**config.mk**
```make
export PLATFORM = sky130hd
export DESIGN_NAME = fa3_seq_adder
export DESIGN_NICKNAME = d
export VERILOG_FILES = /design/src/rtl/fa3_seq_adder.sv
export SDC_FILE = /design/constraint.sdc
export NUM_CORES = 1
export LEC_CHECK = 0
export BUFFER_PORTS_ARGS = -buffer_cell sky130_fd_sc_hd__buf_2
export CORE_ASPECT_RATIO = 0.8
export CORE_MARGIN = 2
export CORE_UTILIZATION = 35
export CTS_BUF_LIST = sky130_fd_sc_hd__clkbuf_8
export CTS_CLUSTER_DIAMETER = 40
export DETAILED_ROUTE_END_ITERATION = 10
export GPL_ROUTABILITY_DRIVEN = 0
export GPL_TIMING_DRIVEN = 1
export SYNTH_ARGS = -nofsm -noshare
export SYNTH_HDL_FRONTEND = slang
export SYNTH_HIERARCHICAL = 1
export SYNTH_SLANG_ARGS = --single-unit
export TNS_END_PERCENT = 5
```
**constraint.sdc**
```tcl
create_clock -name clk -period 3.57 [get_ports clk]
set_input_delay 0.357 -clock clk [delete_from_list [all_inputs] [get_ports clk]]
set_output_delay 0.357 -clock clk [all_outputs]
set_load 0.01 [all_outputs]
```
**src/rtl/fa3_seq_adder.sv**
```systemverilog
// Digit-serial add/subtract controller: one 3-bit fa_3 slice is reused for
// SLICES cycles, least-significant digit first, with the carry kept in a register.

module fa_3 (
  input  logic [2:0] a,
  input  logic [2:0] b,
  input  logic       cin,
  output logic [2:0] s,
  output logic       cout
);
  logic [3:0] c;

  assign c[0] = cin;
  for (genvar i = 0; i < 3; i++) begin : g_bit
    assign s[i]   = a[i] ^ b[i] ^ c[i];
    assign c[i+1] = (a[i] & b[i]) | (c[i] & (a[i] ^ b[i]));
  end
  assign cout = c[3];
endmodule

module fa3_seq_adder #(
  parameter int SLICES = 4
) (
  input  logic                  clk,
  input  logic                  rst,
  input  logic                  start,
  input  logic                  sub,
  input  logic [3*SLICES-1:0]   op_a,
  input  logic [3*SLICES-1:0]   op_b,
  input  logic                  cin,
  output logic                  busy,
  output logic                  done,
  output logic [3*SLICES-1:0]   sum,
  output logic                  cout,
  output logic                  ovf
);
  localparam int W  = 3 * SLICES;
  localparam int IW = (SLICES > 1) ? $clog2(SLICES) : 1;

  typedef enum logic [1:0] {IDLE = 2'd0, RUN = 2'd1, DONE = 2'd2} state_t;

  // Captured operands, viewed digit-wise so the slice mux is a plain index.
  typedef struct packed {
    logic [SLICES-1:0][2:0] a;
    logic [SLICES-1:0][2:0] b;
  } opnd_t;

  state_t                 state;
  opnd_t                  opq;
  logic                   carry;
  logic [IW-1:0]          idx;
  logic [SLICES-1:0][2:0] acc;
  logic [SLICES-1:0][2:0] acc_nxt;

  logic [2:0] da, db, fs;
  logic       fc;
  logic       last;
  logic       c_msb;

  assign da   = opq.a[idx];
  assign db   = opq.b[idx];
  assign last = (idx == IW'(SLICES - 1));

  fa_3 u_fa (
    .a    (da),
    .b    (db),
    .cin  (carry),
    .s    (fs),
    .cout (fc)
  );

  // Carry into the top bit recovered from the slice's own sum bit.
  assign c_msb = da[2] ^ db[2] ^ fs[2];

  always_comb begin
    acc_nxt      = acc;
    acc_nxt[idx] = fs;
  end

  always_ff @(posedge clk or posedge rst) begin
    if (rst) begin
      state <= IDLE;
      opq   <= '0;
      carry <= 1'b0;
      idx   <= '0;
      acc   <= '0;
      busy  <= 1'b0;
      done  <= 1'b0;
      sum   <= '0;
      cout  <= 1'b0;
      ovf   <= 1'b0;
    end else begin
      done <= 1'b0;
      case (state)
        IDLE: begin
          if (start) begin
            opq.a <= op_a;
            opq.b <= sub ? ~op_b : op_b;
            carry <= sub ? 1'b1 : cin;
            idx   <= '0;
            busy  <= 1'b1;
            state <= RUN;
          end
        end
        RUN: begin
          acc   <= acc_nxt;
          carry <= fc;
          if (last) begin
            sum   <= W'(acc_nxt);
            cout  <= fc;
            ovf   <= c_msb ^ fc;
            done  <= 1'b1;
            state <= DONE;
          end else begin
            idx <= idx + 1'b1;
          end
        end
        DONE: begin
          busy  <= 1'b0;
          state <= IDLE;
        end
        default: begin
          busy  <= 1'b0;
          state <= IDLE;
        end
      endcase
    end
  end
endmodule

```
# After elaboration in Yosys (flattened, before gate mapping)

Index checks and enable logic that the tools add are counted.
W data, S select, Z words.

Multiply operators: 0
Add/sub/neg operators: 1
Bitwise gates (word level): 19
$lt $le $gt $ge: 2
Div/mod/pow operators: 0
Reduce and logical (&&, ||, !) cells: 9
Mux-type cells: 21
Eq/ne operators: 5
Shift-type cells: 0

Operators by type and width:

| kind                  | count |
|---|---|
| $bmux W3 S2           | 2 |
| $bwmux W12            | 1 |
| $mux W12              | 1 |
| $not A12 Y12          | 1 |
| $reduce_and A2 Y1     | 5 |
| $mux W3               | 3 |
| $mux W2               | 4 |
| $pmux W2 S2           | 2 |
| $xor A1 B1 Y1         | 8 |
| $and A1 B1 Y1         | 6 |
| $demux W3 S2          | 1 |
| $ne A2 B2 Y1 const B  | 3 |
| $mux W1               | 5 |
| $pmux W1 S2           | 2 |
| $lt A2 B3 Y1 const B  | 1 |
| $or A1 B1 Y1          | 3 |
| $reduce_and A3 Y1     | 1 |
| $add A2 B1 Y2 const B | 1 |
| $eq A2 B1 Y1 const B  | 1 |
| $eq A2 B2 Y1 const B  | 1 |
| $ge A2 B1 Y1 const B  | 1 |
| $logic_not A2 Y1      | 1 |
| $reduce_bool A2 Y1    | 1 |
| $logic_and A1 B1 Y1   | 1 |
| $not A1 Y1            | 1 |

Input bits: 29
Bits in registers: 57
Memories: 0
Logic and storage cells: 77
Bits in writable memories: 0
Bits in latches: 0
Output and inout port bits: 16
ROM bits: 0

# Logic depth before layout (Yosys ltp)

Depth in word-level cells: 10
Mapped depth: 13

# By module

Netlist, hierarchy kept.

Modules (own cells, without submodules):

| module        | cells an instance | instances | sequential area each (um^2) | area an instance (um^2) |
|---|---|---|---|---|
| fa3_seq_adder | 192               | 1         | 1351.3                      | 2439.8 |
| fa_3          | 13                | 1         | 0.0                         | 97.6 |

# Worst setup path after synthesis

No wires, ideal clock.

Path type: reg2reg
Start: reg idx[0]
End: reg ovf
Arrival time: 3049 ps
Buffers on the path: 2
Path slack: 444 ps
Data required time: 3494 ps
Period minus slack after synthesis: 3126 ps
Setup time: 76 ps
Stages on the path, launching flop included: 14
Cells stage by stage: dfrtp_1 -> buf_6 -> mux4_1 -> inv_1 -> fa_1 -> inv_1 -> fa_1 -> inv_1 -> fa_1 -> inv_1 -> buf_1 -> xor2_1 -> xnor3_1 -> o21ai_1

Cells in the longest elaborated chain, start to end: 10

Ends and longest elaborated chain:

| element                           | line | text |
|---|---|---|
| start: declaration                | 51   | `logic [IW-1:0] idx;` |
| start signal: assignment          | 115  | `idx <= idx + 1'b1;` |
| $bmux W3 S2 (*)                   | 60   | `assign da = opq.a[idx];` |
| $mux W3 (implied by the code) (*) | 60   |  |
| via da[0]                         | 55   | `logic [2:0] da, db, fs;` |
| $xor A1 B1 Y1                     | 16   | `assign c[i+1] = (a[i] & b[i]) \| (c[i] & (a[i] ^ b[i]));` |
| $and A1 B1 Y1                     | 16   |  |
| $or A1 B1 Y1 (*)                  | 16   |  |
| $and A1 B1 Y1 (*)                 | 16   |  |
| $or A1 B1 Y1 (*)                  | 16   |  |
| $xor A1 B1 Y1 (*)                 | 15   | `assign s[i] = a[i] ^ b[i] ^ c[i];` |
| via fs[2]                         | 55   |  |
| $xor A1 B1 Y1 (*)                 | 73   | `assign c_msb = da[2] ^ db[2] ^ fs[2];` |
| $xor A1 B1 Y1 (*)                 | 111  | `ovf <= c_msb ^ fc;` |
| end signal: assignment            | 111  |  |
| end: declaration                  | 35   | `output logic ovf` |

Mark *: on every way through the listed nets, which the timed path passes. The rest lies on a longest branch. The select of a mux whose other input is x is not followed.
A chain may end at the register's enable or synchronous reset.

# Worst setup path in the final report

Ends and elaborated chain as after synthesis.

==> impl_metrics.toml <==
[global_route]
grt.total_usage_pct = 12.5
grt_max_degree = 40
grt_pass1_vias = 1562
grt_overflow_total = 0
grt_pass1_wl_microns = 7780
antenna_found_initial = 0

[synth]
syn_inst = 205
ys_seq_area_share_pct = 53.3
ys_warn_count = 6
yosysTopAreaCellShare_pct = 53.3
syn_area_per_cell_sq_um = 12.4
synth_seq_cells = 54
synth_nets = 241
synth_area_leaders = "dfrtp_1 (53%), mux2_2 (12%), mux4_1 (5.2%)"
synth_area_sq_mm = 0.00254
synthDistinctLibCells = 24
synthArstFlopShare_pct = 100
synth_ff_type = "dfrtp_1"
synth_edf_count = 0
synth.largest_area_cell = "dfrtp_1"

[power_and_ir_drop]
power_density_mw_per_mm2 = 1050
finalPower_mw = 3.09
ir_drop_v = 0.000470
p_leak_nw = 1.38
swShare_pct = 38.1
p_seq_share_pct = 35.2
clkPwrFrac_pct = 11.4
power.internal_mw = 1.92
netSwitchingPower_mw = 1.18
combPwrFrac_pct = 53.4

[floorplan]
io_pins = 45
rows = 27
initial_core_util_pct = 36.5
die_h_microns = 80.2
die_w_microns = 99.2
core_sq_mm = 0.00696
die_area_sq_mm = 0.00795

[setup_path]
worst_path_max_delay_cell = "mux4_1"
max_stage_delay_ns = 0.61
path_cells = "mux4_1 > inv_1 > fa_1 > inv_1 > fa_1 > inv_1 > fa_1 > inv_1 > xor2_1 > xnor3_1 > o21ai_1"
cp-end-kind = "flop"
cp-start-kind = "flop"
crit_top_cell = "inv_1"
cp.arrival_ns = 3.46
r2r_cells = 11
cp_data_required_time_ns = 3.79
crit_fanout = 8
critical_path_class = "flop to flop"

[clock_tree]
h-tree-depth = 2
clk_latency_ns = 0.31
cts_tree = "built"
clock-sinks = 54
clock-root-buffer = "clkbuf_8"
hold_buffers = 0
clock_path_buffers = 2
cts_resized = 0
cts_buffers = 5
post-cts-setup-buffer-count = 0
path_clk_slew_ns = 0.10

[timing]
fin_crit_ns = 3.23
clock_skew_ns = 0.0107
tightestPinTransition_ns = 0.862
maxSlewHeadroom_pct = 42.4
rsz0062_at_grt = "no"
finalSetupViolations = 0
hold_viol_final = 0
final-max-slew-violation-count = 0
period_share_pct = 90.6
fin_tns_setup_ns = 0
fmax_ghz = 0.309

[finish]
stdcell_area_sq_mm = 0.00293
area_growth_pct = 15.6
drive_gt1_share_pct = 34.1
antennaDiodeCount = 0
nNetsFinal = 284

[min_path]
hold_path.class = "input pin to asynchronous set/reset pin"

[routing]
via_per_inst = 4.61
wl_per_cell_microns = 13.5
route.vias.total = 1548
drt-initial-drc-count = 33
ant_nets = 0
dr.pass1.iters = 4
route.detailed.drc = 0
finalWirelength_microns = 4550

[placed_design]
numPortBuffers = 44
dpl.hpwl_microns = 3320
post_dp_cell_area_sq_mm = 0.00284

[run_status]
run_status = "completed"

[run]
cap_violations = 0
## cell usage in the layout, fill, tap and decap left out, types with 6 or more instances in the layout
master / n
clkbuf_8: 6
xnor2_1: 12
inv_1: 16
dfrtp_1: 54
nor2_1: 15
nand2_1: 15
a21oi_1: 13
buf_2: 44
o21ai_0: 10
mux2_2: 26
mux2i_1: 9
## per-layer routing
metal  vias up  track usage (%)  wire, microns
li1        775                -              -
met1       731             18.6           2420
met2        38             18.0           1860
met3         4             3.31            229
met4         0             3.29             39
met5         -                0              0
## power by group through the flow
| stage | combinational [mW] | sequential [mW] | clock [mW] |
|---|---|---|---|
| 2_1_floorplan | 1.31 | 1.08 | 0 |
| 3_3_place_gp | 1.66 | 1.10 | 0 |
| 3_5_place_dp | 1.69 | 1.11 | 0 |
| 4_1_cts | 1.69 | 1.09 | 0.367 |
| 5_1_grt | 1.89 | 1.13 | 0.387 |
| 6_report | 1.65 | 1.09 | 0.353 |
## Yosys cell counts, types with 2 or more instances
master and count:
dfrtp_1 54, mux2_2 26, inv_1 17, nand2_1 15, nor2_1 15, a21oi_1 13
xnor2_1 12, o21ai_0 10, mux2i_1 9, buf_2 8, mux4_1 5, ha_1 4
fa_1 3, nor3b_1 3, clkbuf_1 2
## sequential cells by signal, summed over array words and instances, names as in the netlist, 2 cells and up
register,cells
opq,24
acc,9
idx,2
state,2
sum,12
## worst max-delay path, delay by kind of cell, from the launching register on
family,cells,cell delay [ns]
buffers and inverters,4,0.44
XOR/XNOR,2,0.56
adder cells (fa/ha/maj),3,0.93
flip-flops,1,0.51
multiplexers,1,0.61
AO/OA/AOI/OAI,1,0.12
## kinds of logic after synthesis
kind of cell | count (synthesis) | share of synthesized area (%)
xor+xnor | 14 | 5.37
buf+inv | 29 | 4.98
simple gates | 35 | 5.87
flops | 54 | 53.3
compound gates | 25 | 5.03
mux | 41 | 21.2
fa+ha+maj | 7 | 4.34
## path summary, 6_finish.rpt
check / start / end / slack, ns
max reg2reg: idx[0] / ovf / 0.34
min reg2reg: sum[7] / sum[7] / 0.48
min: rst / sum[5] / 0.21
max in group asynchronous: rst / acc[7] / 2.64
max: idx[0] / ovf / 0.34
min in group clk: op_a[1] / opq[13] / 0.27
## final cells by class
| class | count | area (sq um) |
|---|---|---|
| Inverter | 17 | 63.8 |
| Sequential cell | 54 | 1350 |
| Timing Repair Buffer | 48 | 250 |
| Clock inverter | 2 | 12.5 |
| Clock buffer | 6 | 82.6 |
| Fill cell | 674 | 4030 |
| Multi-Input combinational cell | 122 | 1060 |
| Tap cell | 87 | 109 |
## per-stage QoR
stage	std cells	utilization, %	hold WS, ns	worst slack [ns]
2_1_floorplan	205	-	0.459	0.444
3_3_place_gp	328	40.8	0.457	0.416
3_5_place_dp	328	40.8	0.467	0.324
4_1_cts	336	42.2	0.240	0.310
5_1_grt	336	42.2	0.271	0.131
6_report	336	42.2	0.208	0.336
Power figures use the tool's default switching activity.
